### config.mk
export PLATFORM = sky130hd
export DESIGN_NAME = intc
export DESIGN_NICKNAME = d
export VERILOG_FILES = /design/src/rtl/intc.sv
export SDC_FILE = /design/constraint.sdc
export NUM_CORES = 1
export LEC_CHECK = 0
export CAP_MARGIN = 10
export CORE_ASPECT_RATIO = 1.75
export CORE_MARGIN = 8
export CORE_UTILIZATION = 57
export CTS_CLUSTER_DIAMETER = 100
export DETAILED_ROUTE_END_ITERATION = 7
export GPL_TIMING_DRIVEN = 0
export PLACE_DENSITY_LB_ADDON = 0.25
export SETUP_SLACK_MARGIN = 0.2
export SKIP_CTS_REPAIR_TIMING = 1
export SLEW_MARGIN = 20
export SYNTH_ARGS = -nofsm -noshare
export SYNTH_HDL_FRONTEND = slang
export SYNTH_SLANG_ARGS = --single-unit
### constraint.sdc
create_clock -name clk -period 2.6 [get_ports clk]
set_input_delay 0.26 -clock clk [delete_from_list [all_inputs] [get_ports clk]]
set_output_delay 0.26 -clock clk [all_outputs]
set_load 0.01 [all_outputs]
### src/rtl/intc.sv
// Bus-mapped interrupt controller: edge-latched pending bits, enable mask,
// fixed-priority (lowest index first) single request with req/ack/EOI handshake.
// Bus reads are combinational; irq_req rises one cycle after PEND&ENA goes nonzero.
module intc #(
    parameter int WIDTH = 32,
    parameter int NIRQ  = 32
) (
    input  logic             clk,
    input  logic             reset,
    input  logic             cs,
    input  logic             wen,
    input  logic [2:0]       addr,
    input  logic [WIDTH-1:0] din,
    output logic [WIDTH-1:0] dout,
    input  logic [NIRQ-1:0]  irq_in,
    output logic             irq_req,
    output logic [4:0]       irq_vec,
    input  logic             irq_ack,
    input  logic             irq_eoi
);

    typedef enum logic [1:0] {IDLE, REQ, SVC} state_t;

    state_t          state;
    logic [NIRQ-1:0] pend;
    logic [NIRQ-1:0] ena;
    logic [NIRQ-1:0] prev;
    logic            primed;

    logic [NIRQ-1:0] rise;
    logic [NIRQ-1:0] w1c;
    logic [NIRQ-1:0] swset;
    logic [NIRQ-1:0] live;
    logic [NIRQ-1:0] pend_nxt;
    logic [4:0]      cand;
    logic            any;
    logic            wr;
    logic            ack_fire;
    logic            eoi_fire;
    logic            cur_live;
    logic [WIDTH-1:0] stat;

    // Decode bus writes, edges and handshake events.
    // primed masks the first post-reset cycle so a line held high through
    // reset is not mistaken for a rising edge.
    always_comb begin
        wr       = cs & wen;
        rise     = primed ? (irq_in & ~prev) : '0;
        w1c      = (wr && addr == 3'd0) ? din[NIRQ-1:0] : '0;
        swset    = (wr && addr == 3'd5) ? din[NIRQ-1:0] : '0;
        live     = pend & ena;
        any      = |live;
        cur_live = live[irq_vec];
        ack_fire = (state == REQ) && irq_ack;
        eoi_fire = (state == SVC) && (irq_eoi || (wr && addr == 3'd3));
    end

    // Fixed priority: lowest enabled pending index wins.
    always_comb begin
        cand = '0;
        for (int i = NIRQ - 1; i >= 0; i--) begin
            if (live[i]) cand = 5'(i);
        end
    end

    // PEND next state: clears first, then sets, so a same-cycle edge is never lost.
    always_comb begin
        pend_nxt = pend & ~w1c;
        if (ack_fire) pend_nxt[irq_vec] = 1'b0;
        pend_nxt = pend_nxt | rise | swset;
    end

    // Pending, enable and edge-detect registers.
    always_ff @(posedge clk) begin
        if (reset) begin
            pend   <= '0;
            ena    <= '0;
            prev   <= '0;
            primed <= 1'b0;
        end else begin
            pend   <= pend_nxt;
            prev   <= irq_in;
            primed <= 1'b1;
            if (wr && addr == 3'd1) ena <= din[NIRQ-1:0];
        end
    end

    // Request FSM with registered irq_req/irq_vec; the vector is frozen
    // from request through service so late higher-priority arrivals wait.
    always_ff @(posedge clk) begin
        if (reset) begin
            state   <= IDLE;
            irq_req <= 1'b0;
            irq_vec <= '0;
        end else begin
            case (state)
                IDLE: begin
                    if (any) begin
                        state   <= REQ;
                        irq_req <= 1'b1;
                        irq_vec <= cand;
                    end
                end
                REQ: begin
                    if (ack_fire) begin
                        state   <= SVC;
                        irq_req <= 1'b0;
                    end else if (!cur_live) begin
                        state   <= IDLE;
                        irq_req <= 1'b0;
                    end
                end
                SVC: begin
                    irq_req <= 1'b0;
                    if (eoi_fire) state <= IDLE;
                end
                default: begin
                    state   <= IDLE;
                    irq_req <= 1'b0;
                end
            endcase
        end
    end

    // Status word and combinational read mux; idle bus drives zero.
    always_comb begin
        stat       = '0;
        stat[0]    = irq_req;
        stat[1]    = (state == SVC);
        stat[12:8] = irq_vec;
        dout       = '0;
        if (cs && !wen) begin
            case (addr)
                3'd0:    dout = WIDTH'(pend);
                3'd1:    dout = WIDTH'(ena);
                3'd2:    dout = stat;
                3'd4:    dout = WIDTH'(irq_in);
                default: dout = '0;
            endcase
        end
    end

endmodule

After elaboration in Yosys (flattened, before gate mapping)
Cells that the tools add are included.

storage, ports and cells
  output and inout port bits = 38
  word-level logic and storage cells = 97
  bits in registers = 105

operators by class
  equality and inequality tests = 10
  mux-type cells = 52
  bitwise gates (word level) = 10
  reductions and logical operators = 16
  order comparisons = 2

operator list
  kind                                                        count
  2-to-1 mux 32 bit                                           5
  2-to-1 mux 5 bit                                            32
  AND 32 bit                                                  4
  one-hot mux 32 bit (4 select lines)                         1
  NOT 32 bit                                                  3
  OR 32 bit                                                   2
  OR reduction 32 bit                                         1
  logical AND 1 bit                                           8
  2-to-1 mux 2 bit                                            4
  equality test 3 x 2 -> 1 bit, second input constant         2
  equality test 3 bit, second input constant                  2
  less-than comparator 5 x 6 -> 1 bit, second input constant  1
  2-to-1 mux 1 bit                                            6
  one-hot mux 2 bit (3 select lines)                          1
  binary-select mux 1 bit (select 5 bit)                      1
  demux 1 bit (select 5 bit)                                  1
  >= comparator 5 x 1 -> 1 bit, second input constant         1
  != test 2 bit, second input constant                        2
  AND reduction 2 bit                                         2
  equality test 3 x 1 -> 1 bit, second input constant         1
  logical NOT 3 bit                                           1
  != test 3 bit, second input constant                        1
  AND reduction 3 bit                                         1
  equality test 2 x 1 -> 1 bit, second input constant         1
  other kinds (6)                                             6

Logic depth before layout (Yosys ltp)
  word-level depth = 33
  depth in mapped cells = 8
  mapped depth without buffers = 6

Worst setup path after synthesis
OpenSTA, ideal clock, no wires.

  path type = in2out
  from = in addr[1]
  to = out dout[13]
  buffers on the path = 3
  arrival = 1.450 ns
  stages = 7
  slack = 0.890 ns
  cells stage by stage = buf_2 > a21oi_1 > o21ai_1 > or2_1 > clkbuf_1 > buf_2 > nor2_1

on the way
  word-level cells in the longest chain between the ends = 3

ends and longest elaborated chain
  item                                         line  text
  from (decl)                                  12    input logic [2:0] addr,
  equality test 3 bit (tied with other cells)  133   case (addr)
  one-hot mux 32 bit (4 select lines) (*)      133
  2-to-1 mux 32 bit (*)                        132   if (cs && !wen) begin
  to (decl)                                    14    output logic [WIDTH-1:0] dout,

Every way passes the cells marked *; elsewhere a longest branch is shown, timed or not.

Worst setup path after layout
  from = in addr[2]
  to = out dout[1]

The elaborated chain is that of the path after synthesis.

==> summary.md <==
| Metric | Value |
|---|---|
| Worst reg2reg path depth | 6 |
| Total CTS buffers | 9 |
| Max Clock Skew | between 0.01 and 0.015 ns |
| Root buffer cell | clkbuf_16 |
| YS warnings | 0 |
| RSZ-0062 raised after global routing | false |
| Top FF cell, synth | dfxtp_1 |
| Register-to-register setup slack | 0.37 ns |
| Hpwl dp | approximately 17 mm |
| Num Clock Sinks | 105 |
| Mapped Nets | 877 |
| Top Ports | 111 |
| Routed WL | 23.1 mm |
| Synthesized area | 5830 sq um |
| Vias | 6732 |
| CTS tree | built |
| Share of cells above drive strength 1 | 7.01% |
| Largest net degree at the start of global routing | 18 |
| Vias in the first global route | 6613 |
| Synth top area share | 36.0% |
| Flops & latches, synth | 105 |
| Worst reg2reg endpoint | pend[31]$_SDFF_PP0_ |
| Initial antenna violation count | 0 |
| Post-route DRC violation count | 0 |
| Setup crit end | dout[1] |
| Sequential element share of the synthesized area | 36.0% |
| Top cells by area, synth | dfxtp_1 (36%), nand2_1 (9.3%), nor2_1 (9.3%), a21oi_1 (8.9%), mux2i_1 (5.3%) |
| Period Utilization, post-route | about nine tenths |
| Worst R2R Start | state[1]$_SDFFE_PP0P_ |
| Buffers on Ports | 107 |
| Avg Inst Size Synth | around 7.3 sq um |
| CP Depth | 6 |
| Global-route wire length before repair | around 34 mm |
| CP bufs+invs | 4 |
| Setup WS post-layout | roughly 0.28 ns |
| Maxcap violations | 0 |
| Req. time, crit path | 2.34 ns |
| Outcome | complete, no violations |
| H-tree depth | 3 |
| Average wire per standard cell | 21.9 um |
| Core area | just over 10000 sq um |
| GRT Total Usage | about a third |
| Min Clock Period, post-route | 2.32 ns |
| Syn-to-layout area delta | 28.3% |
| Leak | 3.23 nW |
| # diodes | 0 |
| Peak VDD IR | 0.413 mV |
| Largest area contributor in the netlist | dfxtp_1 |
| Die Span Y | between 100 and 150 um |
| Post-place setup slack | -0.624 ns |
| Fin nets | 995 |
| Hold Vio Cnt, Final | 0 |
| 1st-iter DRT viols | 674 |
| Post-synth EDFFs | 0 |
| Slowest cell on crit path | clkdlybuf4s50_1 |
| Critical path peak fanout | 10 |
| CP top delay family | buffers and inverters |
| Fraction of registers with async set/reset | 0% |
| Crit path cell chain | dlymetal6s2s_1 > clkbuf_4 > clkbuf_1 > a31oi_1 > nor2_1 > clkdlybuf4s50_1 |
| Final setup vio count | 0 |
| Row count | between 40 and 50 |
| Number of distinct library cells after synthesis | 55 |
| Detail Route Antenna Nets | 0 |
| Hold slack | 0.263 ns |
| Power Density | about 490 nW/um^2 |
| Via density | 6.39 |
| Clk_lat worst skew | 0.35 ns |
| Most frequent cells in the layout | nor2_1 (145), nand2_1 (145), a21oi_1 (103) |
| Dpl cell area | 7060 sq um |
| Mapped Cells | 804 |
| Hold Crit Class | primary input to flip-flop |
| Max_slew headroom | between 30% and 40% |
| Arr. time, crit path | between 2 and 2.5 ns |
| Clock slew at reported path FFs | approximately 0.070 ns |
| Fillers | between 700 and 800 |
| Final GP Congestion | 0.972 |
| DR pass1 iterations | 5 |
| Least-Margin Pin Slew | 0.914 ns |
| GR Overflow Total | 0 |
| Crit end category | output pin |
| Critical Path Start Type | primary input |
| Post-route cell area | 7480 sq um |
| Worst Setup SP | addr[2] |
| Initial core utilization | 57.6% |
| Slowest stage delay, CP | approximately 0.55 ns |
| Final Max Tran Viols | 0 |
| Critical path class | primary input to output pin |
| Clock Path Buffers | 2 |
| Fmax | between 400 and 500 MHz |
| Chip width | 92.5 um |
| DIE AREA | 13900 sq um |
[cell families after synthesis]
family | synth area share, %
AND/OR/NAND/NOR | 29.3
AO/OA/AOI/OAI | 24.3
flip-flops | 36.0
buffers and inverters | 4.27
multiplexers | 6.09
[per-stage QoR]
stage | TNS, ns | total power [W] | std cells | util, %
final | 0 | 0.00364 | 1054 | 74.0
after global routing | 0 | 0.00373 | 1054 | 74.0
after CTS | -14.98 | 0.00360 | 1054 | 72.6
after detailed placement | -15.13 | 0.00231 | 1038 | 69.8
after global placement | -13.18 | 0.00229 | 1038 | 69.8
after floorplan | 0 | 0.00204 | 804 | -
[routing by layer]
| metal | track usage (%) | wire length, um |
|---|---|---|
| met5 | 0 | 0 |
| met4 | 20.8 | 1240 |
| met3 | 4.47 | 1570 |
| met2 | 58.8 | 12200 |
| met1 | 32.5 | 8150 |
[power by group]
part | switching (W) | leakage, nW | internal, W
Combinational | 0.000304 | 2.23 | 0.000250
Clock | 0.000656 | 0.137 | 0.000685
Sequential | 0.0000630 | 0.864 | 0.00168
[worst min-delay path by stage]
stage / startpoint / end / slack (ns) / depth (start not counted)
final: reset / primed$_DFF_P_ / 0.26 / 2
after global routing: reset / primed$_DFF_P_ / 0.28 / 2
after floorplan: irq_in[0] / prev[0]$_SDFF_PP0_ / 0.39 / 1
after CTS: reset / primed$_DFF_P_ / 0.25 / 2
after global placement: ena[13]$_SDFFE_PP0P_ / ena[13]$_SDFFE_PP0P_ / 0.46 / 2
after detailed placement: ena[18]$_SDFFE_PP0P_ / ena[18]$_SDFFE_PP0P_ / 0.47 / 2
[cells in the mapped netlist, types with 3 or more instances]
cell	count
a32o_1	6
dfxtp_1	105
a21oi_1	104
inv_1	5
and2_4	3
and2_1	5
nand2b_1	3
a221oi_1	8
nor2_1	145
o211ai_1	3
a211oi_1	28
o21ai_1	3
nor2b_1	40
nand3_1	20
buf_1	3
o21ai_0	32
a31oi_1	13
buf_2	12
a22oi_1	11
clkbuf_1	32
or3_1	3
nand2_1	145
mux2i_1	31
[sequential cells by signal (all words and copies together), names as in the netlist]
signal	flops
pend	32
irq_req	1
ena	32
primed	1
prev	32
state	2
irq_vec	5
[layout make-up]
type,instances,area [sq um],share of cell area [%]
Multi-Input combinational cell,644,3520,47.0
Timing Repair Buffer,107,1140,15.2
Clock buffer,11,243,3.24
Inverter,5,18.8,0.251
Sequential cell,105,2110,28.1
Buffer,50,263,3.51
Clock inverter,5,38.8,0.518
Tap cell,127,159,2.12
Power figures use the tool's default switching activity.
